<file path="src/rtl/boot_loader.sv">
// rtl/boot_loader.sv - streams a checksummed program image into imem, then releases processor reset
//
// Purpose:
//   Accepts an image made of a length word N, then N instruction words, then a
//   checksum word (the mod-2^DATA_WIDTH sum of the N words). Each instruction
//   word is written into imem one cycle after it is accepted. When the checksum
//   matches, proc_reset is held for RESET_HOLD more cycles and then released.
//   A length overflow or a checksum mismatch parks the loader in an error state.
//
// Ports:
//   clock        in   single clock, rising edge
//   reset        in   synchronous, active-high; restarts the loader
//   in_valid     in   input word valid
//   in_data      in   input word
//   in_ready     out  word accepted when in_valid & in_ready
//   mem_address  out  imem write address
//   mem_data     out  imem write data
//   mem_wren     out  imem write enable, one pulse per instruction word
//   proc_reset   out  processor/regfile reset, high until the image is verified
//   done         out  image loaded and verified (sticky until reset)
//   error        out  length overflow or checksum mismatch (sticky until reset)
//   word_count   out  instruction words accepted so far
module boot_loader #(
  parameter int ADDR_WIDTH = 12,
  parameter int DATA_WIDTH = 32,
  parameter int RESET_HOLD = 4
) (
  input  logic                  clock,
  input  logic                  reset,
  input  logic                  in_valid,
  input  logic [DATA_WIDTH-1:0] in_data,
  output logic                  in_ready,
  output logic [ADDR_WIDTH-1:0] mem_address,
  output logic [DATA_WIDTH-1:0] mem_data,
  output logic                  mem_wren,
  output logic                  proc_reset,
  output logic                  done,
  output logic                  error,
  output logic [ADDR_WIDTH:0]   word_count
);

  typedef enum logic [2:0] {
    S_HEADER,
    S_LOAD,
    S_CHECK,
    S_HOLD,
    S_RUN,
    S_ERROR
  } state_t;

  localparam int HOLD_W = (RESET_HOLD > 1) ? $clog2(RESET_HOLD) : 1;
  localparam logic [HOLD_W-1:0] HOLD_LAST = HOLD_W'(RESET_HOLD - 1);
  // Largest legal image length, 2^ADDR_WIDTH, expressed at input-word width.
  localparam logic [DATA_WIDTH-1:0] MAX_LEN = DATA_WIDTH'(1) << ADDR_WIDTH;

  state_t                state, state_next;
  logic [ADDR_WIDTH:0]   n_len;
  logic [DATA_WIDTH-1:0] acc;
  logic [HOLD_W-1:0]     hold_cnt;
  logic [ADDR_WIDTH:0]   wc_next;
  logic                  accept;

  // Gated by reset so no word is ever taken in a reset cycle, whatever state we were in.
  assign in_ready   = !reset && (state == S_HEADER || state == S_LOAD || state == S_CHECK);
  assign accept     = in_valid && in_ready;
  assign wc_next    = word_count + (ADDR_WIDTH + 1)'(1);
  assign done       = (state == S_RUN);
  assign error      = (state == S_ERROR);
  assign proc_reset = !done;

  always_ff @(posedge clock) begin
    if (reset) begin
      state <= S_HEADER;
    end else begin
      state <= state_next;
    end
  end

  always_comb begin
    state_next = state;
    case (state)
      S_HEADER: begin
        if (accept) begin
          if (in_data > MAX_LEN) begin
            state_next = S_ERROR;
          end else if (in_data == '0) begin
            state_next = S_CHECK;
          end else begin
            state_next = S_LOAD;
          end
        end
      end
      S_LOAD: begin
        if (accept && wc_next == n_len) begin
          state_next = S_CHECK;
        end
      end
      S_CHECK: begin
        if (accept) begin
          state_next = (in_data == acc) ? S_HOLD : S_ERROR;
        end
      end
      S_HOLD: begin
        if (hold_cnt == HOLD_LAST) begin
          state_next = S_RUN;
        end
      end
      default: state_next = state;
    endcase
  end

  // Datapath: the write for a LOAD accept is registered here, which is what
  // makes the last word's write land in the first CHECK cycle.
  always_ff @(posedge clock) begin
    if (reset) begin
      n_len       <= '0;
      acc         <= '0;
      hold_cnt    <= '0;
      word_count  <= '0;
      mem_wren    <= 1'b0;
      mem_address <= '0;
      mem_data    <= '0;
    end else begin
      mem_wren <= 1'b0;
      case (state)
        S_HEADER: begin
          if (accept) begin
            n_len <= in_data[ADDR_WIDTH:0];
          end
        end
        S_LOAD: begin
          if (accept) begin
            acc         <= acc + in_data;
            word_count  <= wc_next;
            mem_wren    <= 1'b1;
            mem_address <= word_count[ADDR_WIDTH-1:0];
            mem_data    <= in_data;
          end
        end
        S_HOLD: begin
          hold_cnt <= hold_cnt + HOLD_W'(1);
        end
        default: ;
      endcase
    end
  end

endmodule

</file>
<file path="config.mk">
export PLATFORM = sky130hd
export DESIGN_NAME = boot_loader
export DESIGN_NICKNAME = d
export VERILOG_FILES = /design/src/rtl/boot_loader.sv
export SDC_FILE = /design/constraint.sdc
export NUM_CORES = 1
export LEC_CHECK = 0
export ABC_AREA = 0
export CAP_MARGIN = 20
export CELL_PAD_IN_SITES_DETAIL_PLACEMENT = 0
export CELL_PAD_IN_SITES_GLOBAL_PLACEMENT = 1
export CORE_UTILIZATION = 40
export DETAILED_ROUTE_END_ITERATION = 10
export GPL_ROUTABILITY_DRIVEN = 0
export PLACE_DENSITY_LB_ADDON = 0.1
export SETUP_SLACK_MARGIN = 0.1
export SLEW_MARGIN = 20
export SYNTH_ARGS = -nofsm -noshare
export SYNTH_HDL_FRONTEND = slang
export SYNTH_SLANG_ARGS = --single-unit
</file>
<file path="constraint.sdc">
create_clock -name clock -period 3.6 [get_ports clock]
set_input_delay 0.36 -clock clock [delete_from_list [all_inputs] [get_ports clock]]
set_output_delay 0.36 -clock clock [all_outputs]
set_load 0.01 [all_outputs]
</file>
==> qor.yml <==
outcome:
  status: "complete, no violations"
die:
  start_util_pct: 41.3
  pin_count: 97
  core_area_sq_mm: 0.0146
  dieWidth_um: 125
  dieArea_sq_mm: 0.0155
  row_count: 44
  die_y_um: 125
layout:
  diodes: 0
  final_util_pct: 51.4
  nets: 914
  drive_above_1_share_pct: 5.65
  area.growth.synth_to_final_pct: 24.7
route:
  drc_errors: 0
  drt_first_pass_iters: 4
  drt-total-wl_mm: 16.2
  vias: 5622
  vias_per_cell: 5.44
  wl_per_cell_um: 15.7
  drtIter0Drc: 313
  ant_nets: 0
clock_tree:
  ctsHoldBuffers: 0
  postCtsSetupBuffers: 0
  numCtsBuffers: 9
  clock_path_buffers: 2
  worstSkewPairLatency_ns: 0.35
  clock_sinks: 108
  h-tree-depth: 3
  ctsResizeCount: 0
  tritoncts: "yes"
  ctsRootBufferMaster: "clkbuf_16"
  path_clk_slew_ns: 0.07
global_routing:
  grt_pass1_vias: 5362
  grt_max_degree: 91
  antenna_found_initial: 0
  overflow: 0
  grtUsageTotal_pct: 21.5
  grt_pass1_wl_mm: 27.0
placed_design:
  portBuffers: 96
  pre_cts_slack_ns: 0.0958
  place.detailed.hpwl_mm: 11.9
logic_synthesis:
  yosys.area.top_type: "dfxtp_1"
  ys_seq_elements: 108
  synth_fp_nets: 832
  synth_top_area_share_pct: 35.9
  syn_area_per_cell_sq_um: 7.89
  synth_edf_count: 0
  yosysMostFrequentCell: "nand2_1"
  yosys-top-cells-area: "dfxtp_1 36%, nand2_1 9.7%, a21oi_1 8.1%"
  yosysWarnings: 0
  yosys-top-cells-count: "155 x nand2_1, 108 x dfxtp_1, 97 x a21oi_1, 59 x nor2_1, 33 x ha_1"
  syn_inst: 763
  async_flop_share_pct: 0
  ys.flop_type: "dfxtp_1"
  yosysSeqAreaShare_pct: 35.9
  syn_area_sq_mm: 0.00602
  synth.distinct_cells: 63
sta:
  worstMarginPinSlew_ns: 0.972
  slew-limit-headroom_pct: 35.2
  post-route-period-util_pct: 87.3
  grt_setup_unrepaired: "no"
  hold_viol: 0
  period_minus_slack_ns: 3.14
  fin_tns_setup_ns: 0
  fin_ws_ns: 0.457
  fmax_mhz: 318
  slew_viol_final: 0
  finClkSkew_ns: 0.00612
  setup_viol: 0
power:
  p_leak_uw: 0.00284
  vdd_drop_max_mv: 0.285
  fin_total_pwr_uw: 2810
  power_density_mw_per_mm2: 375
critical_path:
  start_kind: "input port"
  r2r_cells: 12
  cp.required_ns: 3.85
  path_max_fanout: 3
  arrival_ns: 3.39
  endpoint_kind: "flip-flop"
  critPathKind: "in2reg"
min_path:
  hold_depth: 2
  hp-class: "reg2reg"
run:
  drv_cap: 0
## sequential cells by signal, summed over array words and instances, names as in the netlist
name,count
acc,32
hold_cnt,2
mem_address,12
mem_data,32
mem_wren,1
n_len,13
state,3
word_count,13
## critical path, cell delays in order
cell and delay (ns):
clkdlybuf4s50_1 0.50, ha_1 0.19, inv_1 0.06, fa_1 0.38, and2b_1 0.25, o2111ai_1 0.17, a211oi_2 0.33, o211ai_2 0.18
a31oi_4 0.23, o21ai_1 0.12, a211oi_1 0.31, mux2i_1 0.23, nand2_1 0.06
## area by class of cell
class / count / area (sq um)
clock buffer: 10 / 239
sequential: 108 / 2160
timing repair buffer: 110 / 1060
multi-input combinational: 600 / 3630
clock inverter: 6 / 118
fill: 1388 / 7080
inverter: 16 / 60.1
tap: 184 / 230
## routing by layer
layer	vias to the layer above	part of all wire [%]	GRT usage (%)
met5	-	0	0
li1	2840	-	-
met3	19	4.0	2.96
met4	0	2.0	8.01
met1	2640	46	27.9
met2	123	48	36.1
## power by group
group | switching, uW | leakage (uW) | internal, uW
Sequential | 25.5 | 0.000873 | 1220
Combinational | 217 | 0.00180 | 170
Clock | 471 | 0.000171 | 707
Total | 714 | 0.00284 | 2100
## stage by stage
| step | cells | cell area, sq um | hold WS [ns] |
|---|---|---|---|
| 6_report | 1034 | 7510 | 0.453 |
| 3_3_place_gp | 1018 | 7150 | 0.441 |
| 4_1_cts | 1034 | 7510 | 0.456 |
| 5_1_grt | 1034 | 7510 | 0.477 |
| 2_1_floorplan | 763 | 6020 | 0.436 |
| 3_5_place_dp | 1018 | 7150 | 0.446 |
## layout by cell type, fill, tap and decap left out, drive strengths merged, types with 3 or more instances in the layout
| cell type | n |
|---|---|
| a211oi | 7 |
| a21boi | 4 |
| a21o | 11 |
| a21oi | 99 |
| a31o | 3 |
| a31oi | 3 |
| and3 | 5 |
| buf | 15 |
| bufinv | 3 |
| clkbuf | 10 |
| clkdlybuf4s50 | 95 |
| dfxtp | 108 |
| ha | 33 |
| inv | 18 |
| mux2i | 14 |
| nand2 | 155 |
| nand2b | 3 |
| nand3 | 18 |
| nand3b | 12 |
| nand4 | 7 |
| nor2 | 59 |
| nor2b | 6 |
| nor3 | 10 |
| nor4 | 18 |
| o211ai | 3 |
| o21a | 8 |
| o21ai | 33 |
| o21bai | 5 |
| o31a | 3 |
| o31ai | 6 |
| or3 | 5 |
| xnor2 | 29 |
| xor2 | 19 |
## path summary, 6_finish.rpt
check | start | slack [ns] | endpoint
max | in_data[0] | 0.46 | acc[30]
min | mem_address[11] | 0.45 | mem_address[11]
max reg2reg | acc[0] | 0.64 | acc[30]
min reg2reg | mem_address[11] | 0.45 | mem_address[11]
## kinds of logic (layout without fill, tap and decap cells)
family,count (synthesis),in the layout,synth area share (%)
muxes,15,15,2.51
buffers and inverters,55,142,3.72
xor gates and xnor gates,48,48,6.98
AOI/OAI and AO/OA,195,195,20.3
DFF,108,108,35.9
and+or+nand+nor,308,308,23.4
adders and majority gates,34,34,7.19
(Power assumes the default switching activity.)
